--- src/rtl/shl8_iter.sv ---
// Multi-cycle left shifter: loads an operand and shift amount on start, shifts one
// bit per clock, tracks the last bit out (carry) and any sign change (ovf).
module shl8_iter #(
    parameter int WIDTH = 8,
    parameter int SHW   = 3
) (
    input  logic             clk,
    input  logic             reset,
    input  logic             start,
    input  logic [WIDTH-1:0] d_in,
    input  logic [SHW-1:0]   shamt,
    output logic [WIDTH-1:0] d_out,
    output logic             busy,
    output logic             done,
    output logic             carry,
    output logic             ovf
);

    typedef enum logic [1:0] {
        IDLE  = 2'd0,
        SHIFT = 2'd1,
        DONE  = 2'd2
    } state_t;

    state_t           state_q, state_d;
    logic [WIDTH-1:0] data_q, data_d;
    logic [SHW-1:0]   count_q, count_d;
    logic             carry_q, carry_d;
    logic             ovf_q, ovf_d;

    always_ff @(posedge clk or posedge reset) begin
        if (reset) begin
            state_q <= IDLE;
            data_q  <= '0;
            count_q <= '0;
            carry_q <= 1'b0;
            ovf_q   <= 1'b0;
        end else begin
            state_q <= state_d;
            data_q  <= data_d;
            count_q <= count_d;
            carry_q <= carry_d;
            ovf_q   <= ovf_d;
        end
    end

    always_comb begin
        state_d = state_q;
        data_d  = data_q;
        count_d = count_q;
        carry_d = carry_q;
        ovf_d   = ovf_q;
        case (state_q)
            IDLE: begin
                if (start) begin
                    data_d  = d_in;
                    count_d = shamt;
                    carry_d = 1'b0;
                    ovf_d   = 1'b0;
                    state_d = (shamt == '0) ? DONE : SHIFT;
                end
            end
            SHIFT: begin
                // Overflow is judged on the pre-shift value: bits [W-1] and [W-2]
                // differing means the new sign bit differs from the old one.
                data_d  = {data_q[WIDTH-2:0], 1'b0};
                carry_d = data_q[WIDTH-1];
                ovf_d   = ovf_q | (data_q[WIDTH-1] ^ data_q[WIDTH-2]);
                count_d = count_q - SHW'(1);
                if (count_q == SHW'(1)) begin
                    state_d = DONE;
                end
            end
            DONE: begin
                state_d = IDLE;
            end
            default: begin
                state_d = IDLE;
            end
        endcase
    end

    assign d_out = data_q;
    assign carry = carry_q;
    assign ovf   = ovf_q;
    assign busy  = (state_q != IDLE);
    assign done  = (state_q == DONE);

endmodule

--- config.mk ---
export PLATFORM = sky130hd
export DESIGN_NAME = shl8_iter
export DESIGN_NICKNAME = d
export VERILOG_FILES = /design/src/rtl/shl8_iter.sv
export SDC_FILE = /design/constraint.sdc
export NUM_CORES = 1
export LEC_CHECK = 0
export CAP_MARGIN = 20
export CELL_PAD_IN_SITES_DETAIL_PLACEMENT = 0
export CELL_PAD_IN_SITES_GLOBAL_PLACEMENT = 1
export CORE_MARGIN = 2
export CORE_UTILIZATION = 36
export DETAILED_ROUTE_END_ITERATION = 8
export PLACE_DENSITY_LB_ADDON = 0.1
export SLEW_MARGIN = 5
export SYNTH_ARGS = -nofsm -noshare
export SYNTH_HDL_FRONTEND = slang
export SYNTH_SLANG_ARGS = --single-unit
--- constraint.sdc ---
create_clock -name clk -period 2.65 [get_ports clk]
set_clock_uncertainty 0.15 [all_clocks]
set_input_delay 0.53 -clock clk [delete_from_list [all_inputs] [get_ports clk]]
set_output_delay 0.53 -clock clk [all_outputs]
set_load 0.02 [all_outputs]
==> results of run 1 <==
==> routing by layer <==
metal | vias to the layer above | global-route usage | share of wire | routed length (um)
met5 | - | 0 | 0 | 0
met4 | 0 | 0.111 | 0.018 | 36
met3 | 4 | 0.0343 | 0.050 | 101
li1 | 381 | - | - | -
met1 | 368 | 0.237 | 0.50 | 1010
met2 | 24 | 0.271 | 0.44 | 884
==> stage by stage <==
| stage | instances | area (sq um) |
|---|---|---|
| finish | 147 | 1160 |
| global route | 147 | 1160 |
| CTS | 147 | 1160 |
| detailed placement | 143 | 1130 |
| global placement | 143 | 1130 |
| floorplan | 91 | 846 |
==> cell families (layout without fill, tap and decap cells) <==
kind of cell | count (synthesis) | after routing | synth area share
AO/OA/AOI/OAI | 37 | 37 | 0.287
XOR/XNOR | 1 | 1 | 0.0104
adder cells (fa/ha/maj) | 2 | 2 | 0.0296
buffers and inverters | 13 | 41 | 0.0725
flip-flops | 15 | 15 | 0.444
AND/OR/NAND/NOR | 23 | 23 | 0.157
==> synthesized netlist by cell type (2+ instances only) <==
cell      number
a21oi_1       11
ha_1           2
o21ai_1        9
nand2b_1       2
a22oi_1        7
buf_2          4
nand2_1        3
nor2b_1       10
dfrtp_1       15
buf_4          2
nor2_1         4
inv_1          6
==> cell usage in the layout, fill, tap and decap left out <==
master | Yosys | final
clkdlybuf4s50_1 | 0 | 25
dfrtp_1 | 15 | 15
a21oi_1 | 11 | 11
nor2b_1 | 10 | 10
o21ai_1 | 9 | 9
a22oi_1 | 7 | 7
inv_1 | 6 | 6
buf_4 | 2 | 5
nor2_1 | 4 | 4
nand2_1 | 3 | 3
clkbuf_4 | 0 | 3
nand2b_1 | 2 | 2
ha_1 | 2 | 2
inv_2 | 1 | 1
and2_1 | 1 | 1
a31oi_1 | 1 | 1
o21bai_1 | 1 | 1
nor3_1 | 1 | 1
a21o_1 | 1 | 1
or2b_4 | 1 | 1
o22ai_2 | 1 | 1
a221oi_2 | 1 | 1
a2bb2oi_1 | 1 | 1
xor2_1 | 1 | 1
a22o_1 | 1 | 1
o22ai_1 | 1 | 1
nand4b_1 | 1 | 1
o311ai_1 | 1 | 1
a32oi_1 | 1 | 1
clkinv_2 | 0 | 1
==> layout make-up <==
cell class                      instances  area share
Tap cell                               28      0.0302
Timing Repair Buffer                   30       0.248
Sequential cell                        15       0.323
Multi-Input combinational cell         63       0.352
Inverter                                7      0.0226
Clock inverter                          1     0.00431
Clock buffer                            3      0.0194
==> worst paths after layout <==
check / from / endpoint / cells after the start
min in group asynchronous: reset / d_out[2] / 2
setup reg to reg: state_q[0] / d_out[7] / 5
hold / removal: carry / carry / 1
max in group asynchronous: reset / ovf / 2
setup / recovery: state_q[0] / busy / 3
hold reg to reg: carry / carry / 1
==> worst max-delay path: stages, from the launching register on <==
cell	delay, ns
dfrtp_1	0.45
inv_2	0.10
nand2_1	0.07
clkdlybuf4s50_1	0.59
==> power by group <==
part / switching, mW / leakage (nW) / internal [mW]
Clock: 0.0778 / 0.0177 / 0.0561
Combinational: 0.375 / 0.292 / 0.354
Sequential: 0.104 / 0.188 / 0.331
Total: 0.557 / 0.497 / 0.741
==> flip-flops by register name, summed over array words and instances (netlist names) <==
register,count
d_out,8
count_q,3
state_q,2
carry,1
ovf,1
==> impl_metrics.env, run 1 <==
export IMPL_drtIter0Drc=10
export IMPL_routedWlPerCell_um=13.8
export IMPL_cts_setup_buffers=0
export IMPL_hold_slack_ns=0.363
export IMPL_cts_tree="yes"
export IMPL_clock_sinks=15
export IMPL_cp_start_kind="flip-flop"
export IMPL_seq_area_sq_um=375
export IMPL_setup_slack_ns=0.474
export IMPL_path_class="reg2out"
export IMPL_cts_resized=0
export IMPL_synthCells=91
export IMPL_syn_area_per_cell_sq_um=9.29
export IMPL_cts_hold_buf=0
export IMPL_yosys_area_top_type="dfrtp_1"
export IMPL_fp_coreArea_sq_um=2210
export IMPL_rsz0062_at_grt="false"
export IMPL_clk_path_buf_depth=2
export IMPL_worst_slew_pin_slew_ns=0.607
export IMPL_hold_viol_final=0
export IMPL_ant_nets=0
export IMPL_chipHeight_um=52.5
export IMPL_antenna_found_initial=0
export IMPL_netlist_area_sq_um=846
export IMPL_power_density_nw_per_um2=1120
export IMPL_grt_pass1_vias=827
export IMPL_syn_num_nets=107
export IMPL_maxCapViolCount=0
export IMPL_drive_gt1_frac=0.109
export IMPL_cp_arrival_ns=1.50
export IMPL_max_freq_mhz=460
export IMPL_dieArea_sq_um=2750
export IMPL_dpl_hpwl_um=1440
export IMPL_yosys_cell_types_count=28
export IMPL_synthArstFlopShare=1.00
export IMPL_crit_required_ns=1.97
export IMPL_fin_crit_sh=0.821
export IMPL_htree_levels=1
export IMPL_first_pass_iters=4
export IMPL_vias=777
export IMPL_synth_top_cells_by_area="dfrtp_1 44%, nor2b_1 7.4%, a21oi_1 6.5%, a22oi_1 6.2%, o21ai_1 5.3%"
export IMPL_final_nets=136
export IMPL_endpoint_kind="primary output"
export IMPL_place_congestion=0.782
export IMPL_grt_first_pass_wirelength_um=3630
export IMPL_clkTransAtPathRegs_ns=0.10
export IMPL_remaining_drc_errors=0
export IMPL_multi_input_area_sq_um=409
export IMPL_yosysWarnings=0
export IMPL_ys_flop_type="dfrtp_1"
export IMPL_post_route_util=0.525
export IMPL_worstPathMaxFanout=6
export IMPL_dp_slack_ns=0.645
export IMPL_final_setup_tns_ns=0
export IMPL_synth_edff_count=0
export IMPL_cts_inserted_buffers=3
export IMPL_drv_slew=0
export IMPL_std_cell_rows=17
export IMPL_ir_worst_vdd_mv=0.608
export IMPL_status="finished, final reports clean"
export IMPL_finalWirelength_um=2030
export IMPL_ioPinCount=26
export IMPL_vias_per_cell=5.29
export IMPL_grt_max_degree=18
export IMPL_p_leak_nw=0.497
export IMPL_yosysSeqAreaShare=0.444
export IMPL_area_growth_synth_to_final_pct=37.3
export IMPL_max_slew_margin_rel=0.595
export IMPL_clock_root_buffer="clkbuf_4"
export IMPL_clock_latency_ns=0.29
export IMPL_fp_dieW_um=52.5
export IMPL_ys_ff_latch=15
export IMPL_n_antenna_cell=0
export IMPL_p_total_mw=1.30
export IMPL_overflow=0
export IMPL_setup_viol=0
export IMPL_final_min_clock_period_ns=2.18
export IMPL_hold_class="reg2reg"
export IMPL_grt_use_total=0.180
export IMPL_initial_utilization=0.382
export IMPL_port_buffers=25
export IMPL_r2r_setup_slack_ns=0.96
export IMPL_fillers=229
export IMPL_synth_top_cell_area_share=0.444
No activity file was read; power rests on OpenSTA's default activity.
==> inputs of run 2 (changes only) <==
CORE_UTILIZATION = 33   (was 36)
clock period = 2.1 ns   (was 2.65 ns; I/O delays follow)
==> impl_metrics.env, run 2 (synthesized netlist as in run 1, its figures left out) <==
export IMPL_ant_nets=0
export IMPL_dpl_hpwl_um=1500
export IMPL_mostFrequentLayoutCell="clkdlybuf4s50_1"
export IMPL_overflow=0
export IMPL_placed_area_sq_um=1150
export IMPL_cp_cell_sequence="inv_1 -> nor2_1 -> clkdlybuf4s50_1"
export IMPL_worst_slew_pin_slew_ns=0.608
export IMPL_endpoint_kind="primary output"
export IMPL_worstPathMaxFanout=4
export IMPL_grt_busiest_layer="met1"
export IMPL_cts_resized=0
export IMPL_clock_sinks=15
export IMPL_grt_util_met1=0.244
export IMPL_dp_slack_ns=0.303
export IMPL_max_freq_mhz=497
export IMPL_max_slew_margin_rel=0.595
export IMPL_setup_viol=0
export IMPL_clock_root_buffer="clkbuf_4"
export IMPL_routedWlPerCell_um=13.8
export IMPL_design_area_sq_um=1180
export IMPL_cts_setup_buffers=0
export IMPL_power_density_nw_per_um2=1410
export IMPL_ir_worst_vdd_mv=0.895
export IMPL_drive_gt1_frac=0.116
export IMPL_p_leak_nw=0.504
export IMPL_first_pass_iters=4
export IMPL_grt_first_pass_wirelength_um=3490
export IMPL_grt_max_degree=18
export IMPL_cp_arrival_ns=1.44
export IMPL_fp_dieW_um=54.6
export IMPL_hold_viol_final=0
export IMPL_slowest_stage="clkdlybuf4s50_1"
export IMPL_clkTransAtPathRegs_ns=0.10
export IMPL_cts_tree="yes"
export IMPL_dieArea_sq_um=2980
export IMPL_status="finished, final reports clean"
export IMPL_fp_coreArea_sq_um=2450
export IMPL_remaining_drc_errors=0
export IMPL_crit_required_ns=1.53
export IMPL_antenna_found_initial=0
export IMPL_fin_crit_sh=0.959
export IMPL_vias=780
export IMPL_port_buffers=25
export IMPL_hold_class="in2async"
export IMPL_crit_family="buffers and inverters"
export IMPL_ioPinCount=26
export IMPL_grt_use_total=0.166
export IMPL_initial_utilization=0.345
export IMPL_area_growth_synth_to_final_pct=39.2
export IMPL_grtUsageMet3=0.0601
export IMPL_grt_pass1_vias=754
export IMPL_setup_slack_ns=0.0867
export IMPL_clock_latency_ns=0.29
export IMPL_final_cell_mix="25 x clkdlybuf4s50_1, 15 x dfrtp_1, 11 x a21oi_1"
export IMPL_r2r_setup_slack_ns=0.65
export IMPL_drtIter0Drc=11
export IMPL_path_class="reg2out"
export IMPL_htree_levels=1
export IMPL_met2_usage=0.218
export IMPL_place_congestion=0.738
export IMPL_crit_buf_inv=2
export IMPL_maxCapViolCount=0
export IMPL_finalWirelength_um=2090
export IMPL_final_min_clock_period_ns=2.01
export IMPL_std_cell_rows=18
export IMPL_cp_start_kind="flip-flop"
export IMPL_cts_inserted_buffers=3
export IMPL_cts_hold_buf=0
export IMPL_drv_slew=0
export IMPL_final_setup_tns_ns=0
export IMPL_final_nets=138
export IMPL_rsz0062_at_grt="false"
export IMPL_largest_reg_flops=8
export IMPL_vias_per_cell=5.17
export IMPL_clk_path_buf_depth=2
export IMPL_slowest_delay_ns=0.60
export IMPL_chipHeight_um=54.6
export IMPL_n_antenna_cell=0
## run 2: final timing paths
kind                                 start  endpoint  cells past startpoint
worst min-delay path                 reset  d_out[6]                      2
worst max-delay path            state_q[1]      done                      3
worst max register to register  state_q[1]  d_out[2]                      5
max in group asynchronous            reset     carry                      2
worst min register to register       carry     carry                      1
min in group clk                     carry     carry                      1
## run 2: where the power goes
part / switching, mW / internal [mW]
logic: 0.486 / 0.462
registers: 0.126 / 0.418
clock network: 0.0980 / 0.0738
total: 0.709 / 0.953
## run 2: metrics by stage
stage          hold WS, ns  utilization  instances  power (mW)
6_report             0.342        0.480        151        1.66
5_1_grt              0.385        0.480        151        1.80
4_1_cts              0.364        0.480        151        1.67
3_5_place_dp         0.348        0.469        147        1.49
3_3_place_gp         0.343        0.469        147        1.49
2_1_floorplan        0.171            -         91        1.12
## run 2: per-layer routing
metal / routed length, um / share of wire
met1: 1100 / 0.52
met4: 16 / 0.0077
met2: 900 / 0.43
met3: 76 / 0.036
met5: 0 / 0
## run 2: layout make-up
type	instances	area, sq um
fill	247	1280
multi-input combinational	63	409
sequential	15	375
timing repair buffer	32	303
tap	30	37.5
clock buffer	4	26.3
inverter	7	26.3
==> inputs of run 3 (changes only) <==
GPL_ROUTABILITY_DRIVEN = 0   (was default)
==> results of run 3 <==
The final DEF is identical to that of run 2; final timing and power are the same.
